--- src/rtl/ram_arb_pkg.sv ---
// Shared types for the RAM port arbiter: response owner tags and the tag-pipeline entry.
package ram_arb_pkg;

  localparam int unsigned RAM_ARB_MAX_LATENCY = 4;

  typedef enum logic [1:0] {
    OWNER_NONE,
    OWNER_INS,
    OWNER_DATA
  } owner_e;

  typedef struct packed {
    logic   valid;
    owner_e owner;
  } ram_tag_t;

  localparam ram_tag_t TAG_NONE = '{valid: 1'b0, owner: OWNER_NONE};

endpackage

--- src/rtl/ram_arb_tag_pipe.sv ---
// LATENCY-deep shift register of response tags; tag_out lines up with the RAM response.
module ram_arb_tag_pipe
  import ram_arb_pkg::*;
#(
  parameter int unsigned LATENCY = 1
) (
  input  logic     clk,
  input  logic     clear,
  input  ram_tag_t tag_in,
  output ram_tag_t tag_out
);

  ram_tag_t stage_q [LATENCY];

  always_ff @(posedge clk) begin
    if (clear) begin
      for (int unsigned i = 0; i < LATENCY; i++) begin
        stage_q[i] <= TAG_NONE;
      end
    end else begin
      stage_q[0] <= tag_in;
      for (int unsigned i = 1; i < LATENCY; i++) begin
        stage_q[i] <= stage_q[i-1];
      end
    end
  end

  assign tag_out = stage_q[LATENCY-1];

endmodule

--- src/rtl/ram_port_arbiter.sv ---
// Shares one RAM port between fetch and data masters; data has priority.
// Define RAM_ARB_STARVE_EN to force a fetch grant after MAX_WAIT lost arbitrations.
module ram_port_arbiter
  import ram_arb_pkg::*;
#(
  parameter int unsigned ADDR_WIDTH = 32,
  parameter int unsigned LATENCY    = 1,
  parameter int unsigned MAX_WAIT   = 3
) (
  input  logic                  clk,
  input  logic                  reset,
  input  logic                  ins_en,
  input  logic [ADDR_WIDTH-1:0] ins_addr,
  output logic                  ins_gnt,
  output logic                  ins_rvalid,
  output logic [31:0]           ins_rdata,
  output logic                  ins_err,
  input  logic                  data_req,
  input  logic                  data_we,
  input  logic [3:0]            data_be,
  input  logic [ADDR_WIDTH-1:0] data_addr,
  input  logic [31:0]           data_wdata,
  output logic                  data_gnt,
  output logic                  data_rvalid,
  output logic [31:0]           data_rdata,
  output logic                  data_err,
  output logic                  ram_req,
  output logic                  ram_we,
  output logic [3:0]            ram_be,
  output logic [ADDR_WIDTH-1:0] ram_addr,
  output logic [31:0]           ram_wdata,
  input  logic                  ram_rvalid,
  input  logic [31:0]           ram_rdata,
  input  logic                  ram_err
);

  logic     force_ins;
  logic     route_ins, route_data;
  logic     unowned_rvalid;
  ram_tag_t tag_in, tag_out;

`ifdef RAM_ARB_STARVE_EN
  localparam int unsigned CntW = (MAX_WAIT < 4) ? 2 : $clog2(MAX_WAIT + 1);
  logic [CntW-1:0] wait_cnt_q, wait_cnt_d;

  assign force_ins = ins_en && (wait_cnt_q == CntW'(MAX_WAIT));

  always_comb begin
    wait_cnt_d = wait_cnt_q;
    if (ins_gnt) begin
      wait_cnt_d = '0;
    end else if (ins_en && (wait_cnt_q != CntW'(MAX_WAIT))) begin
      wait_cnt_d = wait_cnt_q + 1'b1;
    end
  end

  always_ff @(posedge clk) begin
    if (reset) wait_cnt_q <= '0;
    else       wait_cnt_q <= wait_cnt_d;
  end
`else
  assign force_ins = 1'b0;
`endif

  assign data_gnt = !reset && data_req && !force_ins;
  assign ins_gnt  = !reset && ins_en && (!data_req || force_ins);
  assign ram_req  = data_gnt || ins_gnt;

  always_comb begin
    ram_we    = 1'b0;
    ram_be    = 4'h0;
    ram_addr  = '0;
    ram_wdata = '0;
    tag_in    = TAG_NONE;
    if (data_gnt) begin
      ram_we    = data_we;
      ram_be    = data_be;
      ram_addr  = data_addr;
      ram_wdata = data_wdata;
      tag_in    = '{valid: 1'b1, owner: OWNER_DATA};
    end else if (ins_gnt) begin
      ram_be    = 4'hF;
      ram_addr  = ins_addr;
      tag_in    = '{valid: 1'b1, owner: OWNER_INS};
    end
  end

  ram_arb_tag_pipe #(
    .LATENCY (LATENCY)
  ) u_tag_pipe (
    .clk     (clk),
    .clear   (reset),
    .tag_in  (tag_in),
    .tag_out (tag_out)
  );

  // Responses follow the tag, independent of whatever is being granted this cycle.
  assign route_ins  = !reset && ram_rvalid && tag_out.valid && (tag_out.owner == OWNER_INS);
  assign route_data = !reset && ram_rvalid && tag_out.valid && (tag_out.owner == OWNER_DATA);
  assign unowned_rvalid = !reset && ram_rvalid && !route_ins && !route_data;

  assign ins_rvalid  = route_ins;
  assign ins_rdata   = route_ins ? ram_rdata : 32'h0;
  assign ins_err     = route_ins && ram_err;
  assign data_rvalid = route_data;
  assign data_rdata  = route_data ? ram_rdata : 32'h0;
  assign data_err    = route_data && ram_err;

`ifdef RAM_ARB_CHECK_UNOWNED
  always_ff @(posedge clk) begin
    if (!reset) begin
      assert (!unowned_rvalid) else $error("ram_port_arbiter: un-owned ram_rvalid dropped");
    end
  end
`endif

endmodule

--- config.mk ---
export PLATFORM = sky130hd
export DESIGN_NAME = ram_port_arbiter
export DESIGN_NICKNAME = d
export VERILOG_FILES = /design/src/rtl/ram_arb_pkg.sv /design/src/rtl/ram_arb_tag_pipe.sv /design/src/rtl/ram_port_arbiter.sv
export SDC_FILE = /design/constraint.sdc
export NUM_CORES = 1
export LEC_CHECK = 0
export BUFFER_PORTS_ARGS = -buffer_cell sky130_fd_sc_hd__buf_4
export CAP_MARGIN = 20
export CORE_AREA = 4 4 106 108
export CTS_CLUSTER_DIAMETER = 40
export DETAILED_ROUTE_END_ITERATION = 6
export DIE_AREA = 0 0 110 112
export PLACE_DENSITY = 0.5
export SLEW_MARGIN = 40
export SYNTH_ARGS = -nofsm -noshare
export SYNTH_HDL_FRONTEND = slang
export SYNTH_SLANG_ARGS = --single-unit
--- constraint.sdc ---
create_clock -name clk -period 1.5 [get_ports clk]
set_input_delay 0.075 -clock clk [delete_from_list [all_inputs] [get_ports clk]]
set_output_delay 0.075 -clock clk [all_outputs]
set_load 0.02 [all_outputs]
# Yosys cells after proc, flatten, opt, wreduce, memory -nomap -nowiden
# Memory sizes are Yosys's and may differ from the RTL's.
# Index checks and enable logic that the tools add are counted.
# classes
reduce_logical	13
eq_ne	2
n_mux	15
# op_table
cell	count
32-bit 2-to-1 mux	5
1-bit logical AND	9
3-bit 2-to-1 mux	3
4-bit 2-to-1 mux	2
1-bit 2-to-1 mux	5
3-bit OR reduction	1
2-bit by 1-bit == test with 1-bit output (second input constant)	1
2-bit == test (second input constant)	1
1-bit zero test	2
1-bit logical OR	1
# totals
reg_bits	0
mem_bits_rw	3
out_inout_bits	140
mem_count	1
# mem_list
memory	words	width	read_ports	rd_ports_with_merged_regs	wr	line_no	text
u_tag_pipe.stage_q	1	3	1	0	1	ram_arb_tag_pipe.sv:13	ram_tag_t stage_q [LATENCY];

# Depth between registers and ports, before layout
# logic_depth
ltp_word	6
ltp_mapped	5
mapped_depth_nobuf	2

# Cells and area by module
# Synthesis repeated with hierarchy kept, for this count alone.
# unflattened
cells_unflattened	222
area_unflattened_um2	1328.8
# by_module_without_submodules
module	cells_each	area_each_um2	seq_area_each_um2	instances
ram_port_arbiter	216	1249.9	0.0	1
ram_arb_tag_pipe	6	78.8	60.1	1

# Worst setup path after synthesis
# OpenSTA, ideal clock, no wires.
# synth_timing
kind	reg-to-output
start	memory u_tag_pipe.stage_q[0][2] (netlist bit)
end	output data_err
setup_slack_ns	0.089
arrival_time_ns	1.336
required_time_ns	1.425
n_path_buf	1
path_stages_with_launch	4
path_cell_list	dfxtp_1 > buf_2 > nand2_1 > nor4_1
# synth_via
elab_chain_cells	4
# synth_rtl
element	line_no	text
start, declared	ram_arb_tag_pipe.sv:13	
memory 1 x 3 bit	n/a	
1-bit logical AND (2 in series)	ram_port_arbiter.sv:99	assign route_data = !reset && ram_rvalid && tag_out.valid && (tag_out.owner == OWNER_DATA);
1-bit logical AND	ram_port_arbiter.sv:107	assign data_err = route_data && ram_err;
end, declared	ram_port_arbiter.sv:26	output logic data_err,
# Every way passes these cells.

# Worst setup path in the final report
# layout_timing
start	memory u_tag_pipe.stage_q[0][0] (netlist bit)
end	output data_rdata[27]
# layout_via
elab_chain_cells	4
# layout_rtl
element	line_no	text
memory 1 x 3 bit	n/a	
2-bit == test	ram_port_arbiter.sv:99	
1-bit logical AND	ram_port_arbiter.sv:99	
32-bit 2-to-1 mux	ram_port_arbiter.sv:106	assign data_rdata = route_data ? ram_rdata : 32'h0;
end, declared	ram_port_arbiter.sv:25	output logic [31:0] data_rdata,
# Every way passes these cells.

==> results by group <==
Critical path
  – WP data arrival: 1.36 ns
  – Critical-path cell list: or3b_4 > nor3_2 > buf_4
  – Crit-path max cell delay: 0.45 ns
  – Setup CP Type: reg -> out
  – Critical Path End Type: output port
  – CP required: 1.42 ns
  – Critical path's slowest cell: or3b_4
  – Nature of the critical path startpoint: flip-flop
  – Crit Path Max Fanout: 7

Layout
  – Fillers: 1124
  – Biggest register: u_tag_pipe.stage_q
  – # nets final: 623
  – Area of the multi-input gates: 0.00108 mm^2
  – Area grow syn2layout: 174%
  – Largest regs: u_tag_pipe.stage_q: 3 flops
  – Register Area: 62.6 um^2
  – Fraction of layout cells with a size suffix above 1: 61.7%
  – Ant diodes: 0
  – Post-Layout Inst Area: 0.00354 mm^2
  – Largest register FFs: 3

Routing
  – Drt pass-1 iters: 4
  – Via/cell ratio: 4.29
  – Post-route DRC: 0
  – WL per Instance: 15.5 um
  – DRT iter0 DRCs: 112
  – Vias: 2654
  – DRT Wirelength: 9620 um
  – Antenna violation net count after detailed routing: 0

Global routing
  – Global-route usage over all layers: 13.5%
  – Largest net degree at the start of global routing: 67
  – Vias in the first global route: 2571
  – First-pass GRT wire length: 13400 um
  – GRT overflow: 0
  – Initial antenna violation count: 0

Clock network
  – H-tree levels: 1
  – Root Driver: clkbuf_8
  – Max Root-Sink Buffers: 2
  – Setup bufs post-CTS: 0
  – CTS Buf Count: 3
  – Clock sink total: 3
  – Clock slew at reported path FFs: 0.03 ns
  – CTS tree: built

STA
  – Final Critical Period: 1.43 ns
  – FMAX: 698 MHz
  – Final WS setup: 0.0677 ns
  – RSZ-0062 raised after global routing: yes
  – Final setup vio count: 0
  – Final-report hold violation count: 0
  – Post-route clock period utilization: 95.5%
  – Fin. max-slew vios: 0
  – Max-slew headroom: 77.3%
  – Worst-Margin Slew: 0.340 ns

Placement
  – # port buffers: 278
  – DP Worst Slack: 0.0893 ns
  – Post-DP Area: 0.00347 mm^2
  – Gpl congestion: 0.818
  – Dpl hpwl: 8180 um

Die
  – Number of core rows: 37
  – Initial cell density of the core: 12.7%
  – Die Width: 110 um
  – Core area: 0.0102 mm^2
  – Die area: 0.0123 mm^2
  – Boundary Pins: 279
  – Die Height: 112 um

Hold path
  – Hold Path Class: in -> reg

Synthesis
  – Top-area cell type share of the netlist area: 24.7%
  – Distinct cell type count after synthesis: 21
  – Yosys top cell by area: a32o_1
  – Synth area leaders: a32o_1 25%, nor2_1 18%, and2_1 16%, nand2_1 9.9%, dfxtp_1 4.6%
  – Syn nets: 358
  – Cells after synthesis: 219
  – Synthesis Warnings: 0
  – Flip-flop and latch count after synthesis: 3
  – Mapped Avg Cell Area: 5.91 um^2
  – Synthesized cell area: 0.00129 mm^2
  – Seq/Total Area, Yosys: 4.64%

Power and ir drop
  – Pwr dens: 332 mW/mm^2
  – VDD IR max: 0.000204 V
  – Tot Pwr: 1180 uW
  – Leakage: 0.00185 uW

Job
  – MaxCap Viol Count: 0

Outcome
  – Status: completed
-- cells by family (layout without fill, tap and decap cells) --
logic type,Yosys count,count (layout),synth area share [%]
simple gates,150,150,55.0
compound gates,36,36,26.3
buf+inv,30,294,14.1
flops,3,3,4.64
-- cells in the mapped netlist, drive strengths merged --
cell,number
nor2b,3
nand2b,2
a21oi,4
dfxtp,3
buf,20
or3b,1
and2,33
nand3b,1
a32o,32
nor4,2
nand4bb,3
nor3,8
clkbuf,5
inv,5
nor2,63
nand2,34
-- per-layer routing --
layer / share of wire (%) / GRT usage, % / up-vias
met5: 0 / 0 / -
met4: 2.0 / 3.33 / 0
met3: 9.9 / 3.36 / 14
met2: 51 / 25.4 / 168
met1: 37 / 14.8 / 1192
li1: - / - / 1280
-- final timing paths --
kind,cells past startpoint,slack [ns],start,to
setup / recovery,3,0.07,u_tag_pipe.stage_q[0][0],data_rdata[27]
hold / removal,3,0.17,ins_en,u_tag_pipe.stage_q[0][2]
-- cell type report --
class / instances / share of cell area (%)
Timing Repair Buffer: 285 / 61.2
Tap cell: 136 / 4.80
Inverter: 5 / 0.530
Multi-Input combinational cell: 186 / 30.4
Clock buffer: 4 / 1.27
Sequential cell: 3 / 1.77
-- worst max-delay path, delay by kind of cell (launching register included) --
family                 cells  cell delay (ns)
buffers and inverters      1             0.17
AND/OR/NAND/NOR            2             0.61
flip-flops                 1             0.35
-- where the power goes --
group	total, uW	internal [uW]	switching (uW)
sequential	93.6	85.4	8.21
clock	239	182	57.0
combinational	844	454	390
-- layout by cell type, fill, tap and decap left out, drive strengths merged --
cell,count
dfxtp,3
nor4,2
nor2,63
and2,33
buf,285
clkbuf,4
nand2,34
nand3b,1
nor3,8
nand4bb,3
a32o,32
a21oi,4
nand2b,2
inv,5
nor2b,3
or3b,1
-- stage by stage --
step	TNS, ns	instances	hold slack (ns)	utilization (%)
2_1_floorplan	0	219	0.147	-
3_3_place_gp	0	615	0.409	33.9
3_5_place_dp	0	615	0.409	33.9
4_1_cts	0	619	0.184	34.5
5_1_grt	-0.0168	619	0.209	34.6
6_report	0	619	0.170	34.6
-- what timing repair did --
item	CTS	global route
endpoints found under the setup margin	5	59
cloned	0	0
resized for setup	4	5
hold buffers	0	0
(Power assumes the default switching activity.)
